--- config.mk ---
export PLATFORM = sky130hd
export DESIGN_NAME = uivbuf_wr_ctrl_flat
export DESIGN_NICKNAME = d
export VERILOG_FILES = /design/src/rtl/uivbuf_wr_ctrl_if.sv /design/src/rtl/uivbuf_wr_ctrl.sv /design/src/flat_wrapper.sv
export SDC_FILE = /design/constraint.sdc
export NUM_CORES = 1
export LEC_CHECK = 0
export BUFFER_PORTS_ARGS = -buffer_cell sky130_fd_sc_hd__buf_2
export CAP_MARGIN = 40
export CORE_AREA = 2 2 100 64
export DETAILED_ROUTE_END_ITERATION = 8
export DIE_AREA = 0 0 102 66
export GPL_TIMING_DRIVEN = 0
export PLACE_DENSITY = 0.71
export SLEW_MARGIN = 5
export SYNTH_ARGS = -nofsm -noshare
export SYNTH_HDL_FRONTEND = slang
export SYNTH_SLANG_ARGS = --single-unit
--- constraint.sdc ---
create_clock -name clk_i -period 2.5 [get_ports clk_i]
set_clock_uncertainty 0.15 [all_clocks]
set_input_delay 0.5 -clock clk_i [delete_from_list [all_inputs] [get_ports clk_i]]
set_output_delay 0.5 -clock clk_i [all_outputs]
set_load 0.01 [all_outputs]
--- src/rtl/uivbuf_wr_ctrl_if.sv ---
// Handshake/status bundle between the write-side frame-buffer index manager
// and its surroundings (frame sync, write DMA, reader index, status).
interface uivbuf_wr_ctrl_if #(
   parameter int FCNT_W = 16
);
   logic              en_i;
   logic              vs_i;
   logic              fdone_i;
   logic [7:0]        rd_bufn_i;
   logic [7:0]        bufn_o;
   logic              fstart_o;
   logic [7:0]        cmt_bufn_o;
   logic              cmt_vld_o;
   logic              busy_o;
   logic              drop_o;
   logic [FCNT_W-1:0] fcnt_o;

   // Environment side: drives frame sync, DMA completion and reader index.
   modport master (
      output en_i, vs_i, fdone_i, rd_bufn_i,
      input  bufn_o, fstart_o, cmt_bufn_o, cmt_vld_o, busy_o, drop_o, fcnt_o
   );

   // Controller side.
   modport slave (
      input  en_i, vs_i, fdone_i, rd_bufn_i,
      output bufn_o, fstart_o, cmt_bufn_o, cmt_vld_o, busy_o, drop_o, fcnt_o
   );
endinterface

--- src/rtl/uivbuf_wr_ctrl.sv ---
// Write-side frame-buffer index manager for the multi-buffer VDMA ring.
// Chooses the buffer each incoming frame is written into, never the one the
// reader holds, and publishes the last fully written buffer to the reader.
//
// state      | meaning
// -----------+---------------------------------------------------------
// ST_IDLE    | capture disabled; waits for en_i
// ST_WAIT_VS | armed; next vs_i selects a target and starts the DMA
// ST_WRITE   | DMA writing bufn_o; fdone_i commits, lone vs_i is an overrun
module uivbuf_wr_ctrl #(
   parameter int BUF_LENTH = 3,
   parameter int FCNT_W    = 16
) (
   input  logic              clk_i,
   input  logic              rst_i,
   uivbuf_wr_ctrl_if.slave   bus
);

   typedef enum logic [1:0] {
      ST_IDLE    = 2'd0,
      ST_WAIT_VS = 2'd1,
      ST_WRITE   = 2'd2
   } state_t;

   localparam logic [7:0]        LAST_IDX = 8'(BUF_LENTH - 1);
   localparam logic [FCNT_W-1:0] FCNT_ONE = {{(FCNT_W-1){1'b0}}, 1'b1};

   state_t            state_q, state_d;
   logic              first_q, first_d;
   logic [7:0]        bufn_q, bufn_d;
   logic [7:0]        cmt_bufn_q, cmt_bufn_d;
   logic              cmt_vld_q, cmt_vld_d;
   logic              fstart_q, fstart_d;
   logic              drop_q, drop_d;
   logic              busy_q, busy_d;
   logic [FCNT_W-1:0] fcnt_q, fcnt_d;

   // Ring successor; the >= keeps the result in range even for a stray index.
   function automatic logic [7:0] inc_idx(input logic [7:0] idx);
      if (idx >= LAST_IDX) begin
         return 8'd0;
      end
      return idx + 8'd1;
   endfunction

   // Next write target: the very first frame reuses the reset index, later
   // frames advance; a single skip steps over the buffer the reader holds.
   function automatic logic [7:0] pick_target(input logic [7:0] base,
                                              input logic       first,
                                              input logic [7:0] rd_bufn);
      logic [7:0] cand;
      cand = first ? base : inc_idx(base);
      if ((BUF_LENTH > 1) && (cand == rd_bufn)) begin
         cand = inc_idx(cand);
      end
      return cand;
   endfunction

   // State and datapath registers with synchronous reset.
   always_ff @(posedge clk_i) begin
      if (rst_i) begin
         state_q    <= ST_IDLE;
         first_q    <= 1'b1;
         bufn_q     <= 8'd0;
         cmt_bufn_q <= 8'd0;
         cmt_vld_q  <= 1'b0;
         fstart_q   <= 1'b0;
         drop_q     <= 1'b0;
         busy_q     <= 1'b0;
         fcnt_q     <= '0;
      end else begin
         state_q    <= state_d;
         first_q    <= first_d;
         bufn_q     <= bufn_d;
         cmt_bufn_q <= cmt_bufn_d;
         cmt_vld_q  <= cmt_vld_d;
         fstart_q   <= fstart_d;
         drop_q     <= drop_d;
         busy_q     <= busy_d;
         fcnt_q     <= fcnt_d;
      end
   end

   // Next-state decode; WRITE only leaves on a plain fdone_i, never on en_i.
   always_comb begin
      state_d = state_q;
      unique case (state_q)
         ST_IDLE: begin
            if (bus.en_i) state_d = ST_WAIT_VS;
         end
         ST_WAIT_VS: begin
            if (!bus.en_i)     state_d = ST_IDLE;
            else if (bus.vs_i) state_d = ST_WRITE;
         end
         ST_WRITE: begin
            if (bus.fdone_i && !bus.vs_i) state_d = ST_WAIT_VS;
         end
         default: state_d = ST_IDLE;
      endcase
   end

   // Output and index datapath: target select, commit, overrun restart.
   always_comb begin
      first_d    = first_q;
      bufn_d     = bufn_q;
      cmt_bufn_d = cmt_bufn_q;
      cmt_vld_d  = cmt_vld_q;
      fcnt_d     = fcnt_q;
      fstart_d   = 1'b0;
      drop_d     = 1'b0;
      busy_d     = (state_d == ST_WRITE);
      unique case (state_q)
         ST_WAIT_VS: begin
            if (bus.en_i && bus.vs_i) begin
               bufn_d   = pick_target(bufn_q, first_q, bus.rd_bufn_i);
               fstart_d = 1'b1;
            end
         end
         ST_WRITE: begin
            if (bus.fdone_i) begin
               cmt_bufn_d = bufn_q;
               cmt_vld_d  = 1'b1;
               fcnt_d     = fcnt_q + FCNT_ONE;
               first_d    = 1'b0;
               // Back-to-back frame: advance from the buffer just committed.
               if (bus.vs_i) begin
                  bufn_d   = pick_target(bufn_q, 1'b0, bus.rd_bufn_i);
                  fstart_d = 1'b1;
               end
            end else if (bus.vs_i) begin
               // Overrun: abandon the partial frame and restart in place.
               drop_d   = 1'b1;
               fstart_d = 1'b1;
            end
         end
         default: begin
         end
      endcase
   end

   assign bus.bufn_o     = bufn_q;
   assign bus.fstart_o   = fstart_q;
   assign bus.cmt_bufn_o = cmt_bufn_q;
   assign bus.cmt_vld_o  = cmt_vld_q;
   assign bus.busy_o     = busy_q;
   assign bus.drop_o     = drop_q;
   assign bus.fcnt_o     = fcnt_q;

endmodule

--- src/flat_wrapper.sv ---
// flat-port wrapper written by rule: the top's interface ports become plain ports
module uivbuf_wr_ctrl_flat 
#(
   parameter int BUF_LENTH = 3,
   parameter int FCNT_W    = 16
)
  (clk_i, rst_i, bus_en_i, bus_vs_i, bus_fdone_i, bus_rd_bufn_i, bus_bufn_o, bus_fstart_o, bus_cmt_bufn_o, bus_cmt_vld_o, bus_busy_o, bus_drop_o, bus_fcnt_o);
  uivbuf_wr_ctrl_if #(.FCNT_W(FCNT_W)) bus_i ();
  input  logic clk_i;
  input  logic rst_i;
  input wire logic [$bits(bus_i.en_i)-1:0] bus_en_i;
  input wire logic [$bits(bus_i.vs_i)-1:0] bus_vs_i;
  input wire logic [$bits(bus_i.fdone_i)-1:0] bus_fdone_i;
  input wire logic [$bits(bus_i.rd_bufn_i)-1:0] bus_rd_bufn_i;
  output wire logic [$bits(bus_i.bufn_o)-1:0] bus_bufn_o;
  output wire logic [$bits(bus_i.fstart_o)-1:0] bus_fstart_o;
  output wire logic [$bits(bus_i.cmt_bufn_o)-1:0] bus_cmt_bufn_o;
  output wire logic [$bits(bus_i.cmt_vld_o)-1:0] bus_cmt_vld_o;
  output wire logic [$bits(bus_i.busy_o)-1:0] bus_busy_o;
  output wire logic [$bits(bus_i.drop_o)-1:0] bus_drop_o;
  output wire logic [$bits(bus_i.fcnt_o)-1:0] bus_fcnt_o;
  assign bus_i.en_i = bus_en_i;
  assign bus_i.vs_i = bus_vs_i;
  assign bus_i.fdone_i = bus_fdone_i;
  assign bus_i.rd_bufn_i = bus_rd_bufn_i;
  assign bus_bufn_o = bus_i.bufn_o;
  assign bus_fstart_o = bus_i.fstart_o;
  assign bus_cmt_bufn_o = bus_i.cmt_bufn_o;
  assign bus_cmt_vld_o = bus_i.cmt_vld_o;
  assign bus_busy_o = bus_i.busy_o;
  assign bus_drop_o = bus_i.drop_o;
  assign bus_fcnt_o = bus_i.fcnt_o;
  uivbuf_wr_ctrl #(.BUF_LENTH(BUF_LENTH), .FCNT_W(FCNT_W)) u_core (.clk_i(clk_i), .rst_i(rst_i), .bus(bus_i));
endmodule
==> run summary <==
FF-to-FF Start: u_core.bus.bufn_o[1]
Antenna Diode Count: 0
top post-synthesis cells by area: dfxtp_1 (35%), ha_1 (6.1%), nand2_1 (5.5%)
CTS tree: built
num ports: 49
DR pass1 iterations: 4
Mapped Cells: 274
Comb power frac: 23.4%
R2R Setup Slk: -150 ps
fin crit share: 106%
most frequent cells after synthesis: dfxtp_1 (39), nand2_1 (33), nor2_1 (30)
top_reg_cell synth: dfxtp_1
Seq pwr share: 42.5%
WL/cell: 13.5 microns
Yosys top cell area share: 34.6%
crit end category: register
RR Endpoint: u_core.bus.bufn_o[6]
top layer reached by signal wires: met4
vias: 2188
vias per cell: 5.10
DP Worst Slack: -332 ps
Peak VDD IR: 238 uV
met2 routed WL: 2.39 mm
CTS Buf Count: 5
WHS Endpoint: u_core.state_q[1]
Pwr Density: 515 nW/um^2
warnings from Yosys: 0
placed insts: 405
Tightest Hold Check Type: input pin to register
initial antenna violation count: 0
Max Cap Viol: 0
leakage power: 1.28 nW
final core utilization: 50.7%
Int Pwr: 1.09 mW
Slew HR: 63.3%
power share of the clock group: 34.1%
CTS Hold Bufs: 0
Die Wd: 102 microns
std cell rows: 22
core region area: 5840 sq um
post-route worst setup slack: -149 ps
GRT Resource Usage Total: 17.0%
CP required: 2510 ps
Yosys cell types: 53
Overflow after GRT: 0
CP max FO: 4
synthesized cell area: 2250 sq um
Least-Margin Pin Slew: 551 ps
Reg clk slew, reported paths: 80 ps
cell with the most instances after synthesis: dfxtp_1
final WL: 5.78 mm
placed cell area: 2610 sq um
htree depth: 2
min Tclk post-route: 2650 ps
Seq/Total Area, Yosys: 34.6%
CTS max path bufs: 2
port bufs: 47
startpoint of the worst hold path: rst_i
NetSw: 0.433 mW
routed wl met3: 310 microns
post-route cell area: 2960 sq um
post-synth top area cell: dfxtp_1
RePlAce Congestion: 0.823
Final Hold Fails: 0
total die area: 6730 sq um
Layout Nets: 368
P&R area growth vs syn: 31.2%
WL met1: 3.03 mm
Sw Share: 28.4%
Worst EP arrival: 2660 ps
drc violations: 0
post-synthesis net count: 298
Num Clock Sinks: 39
Setup Crit Path Kind: register to register
R2R depth: 10
HPWL Detailed: 4.20 mm
initial core utilization: 38.6%
largest net degree at the start of global routing: 14
Die Ht: 66 microns
CP startpoint kind: register
Non-Filler Instances: 429
Setup Viol. Count Final: 7
status: complete, but fails checks
Max Fclk: 378 MHz
Synth async-reset ratio: 0%
RSZ-0062 raised after global routing: true
Final ANT Viol Nets: 0
initial drt markers: 201
hold slack: 245 ps
Root Driver: clkbuf_8
Cells on Worst Hold Path: 2
failing checks: negative setup slack
syn avg cell area: 8.23 sq um
vias in the first global route: 1893
Post-synth EDFFs: 0
Final Max Tran Viols: 0
register bit total from synthesis: 39
worst skew pair latency: 290 ps
global-route wire length before repair: 9.11 mm
fraction of layout cells with a size suffix above 1: 30.7%
-- layer usage --
layer	vias up	global-route usage [%]
met4	0	2.83
met3	4	3.91
li1	1104	-
met5	-	0
met2	53	23.7
met1	1027	26.5
-- cell type report --
cell class / count / area [sq um]
multi-input cells: 208 / 1470
well taps: 84 / 105
clock inverters: 3 / 43.8
clock buffers: 5 / 68.8
flip-flops and latches: 39 / 788
plain buffers: 15 / 77.6
repair buffers: 63 / 355
fillers: 576 / 2880
inverters: 12 / 47.5
-- worst max-delay path by stage --
stage                          from              endpoint  cells after the start
2_1_floorplan  u_core.bus.bufn_o[1]  u_core.bus.bufn_o[1]                      9
3_3_place_gp   u_core.bus.bufn_o[1]  u_core.bus.bufn_o[2]                      9
3_5_place_dp   u_core.bus.bufn_o[1]  u_core.bus.bufn_o[4]                     10
4_1_cts        u_core.bus.bufn_o[0]  u_core.bus.bufn_o[1]                     10
5_1_grt        u_core.bus.bufn_o[1]  u_core.bus.bufn_o[6]                     10
6_report       u_core.bus.bufn_o[1]  u_core.bus.bufn_o[6]                     10
-- registers in the layout, summed over array words and instances, names as in the netlist --
register	flops
u_core.bus.fcnt_o	16
u_core.bus.busy_o	1
u_core.bus.cmt_bufn_o	8
u_core.state_q	2
u_core.bus.fstart_o	1
u_core.bus.drop_o	1
u_core.bus.bufn_o	8
u_core.first_q	1
u_core.bus.cmt_vld_o	1
-- per-stage QoR --
step                      power [mW]  setup TNS, ps
after floorplan                0.856              0
after global placement         0.924          -1730
after detailed placement       0.931          -2160
after CTS                       1.49           -893
after global routing            1.61          -1340
final                           1.52           -733
-- worst max-delay path: stages (launching register included) --
cell,delay (ps)
dfxtp_4,370
buf_8,120
nor4_4,390
nand2_2,130
or3_4,380
nand2_4,90
ha_4,120
a221o_1,210
nand4_1,200
a21boi_4,290
nor3b_2,70
-- cell families (layout without fill, tap and decap cells) --
family,count (synthesis),in the layout,synth area share (%)
flip-flops,39,39,34.6
XOR/XNOR,22,22,8.55
adder cells (fa/ha/maj),11,11,6.10
buffers and inverters,27,98,5.22
AND/OR/NAND/NOR,119,119,29.2
AO/OA/AOI/OAI,53,53,15.0
multiplexers,3,3,1.33
-- placed cells by master, fill, tap and decap left out, drive strengths merged, types with 8 or more instances in the layout --
| cell | instances |
|---|---|
| dfxtp | 39 |
| nand2 | 34 |
| nor2 | 30 |
| xnor2 | 8 |
| o21ai | 11 |
| nor3 | 9 |
| nand3 | 9 |
| clkbuf | 16 |
| a21oi | 19 |
| xor2 | 14 |
| buf | 67 |
| inv | 12 |
| ha | 11 |
-- power groups by stage --
stage               clock, mW  sequential [mW]  combinational, mW
floorplan                   0            0.662              0.194
detailed placement          0            0.664              0.267
global placement            0            0.664              0.261
global route            0.566            0.650              0.389
CTS                     0.530            0.648              0.314
finish                  0.520            0.648              0.356
-- what timing repair did --
item | 4_1_cts | 5_1_grt
resized for setup | 12 | 15
pin swaps | 13 | 14
buffers inserted | 9 | 7
endpoints found under the setup margin | 7 | 10
No activity file was read; power rests on OpenSTA's default activity.
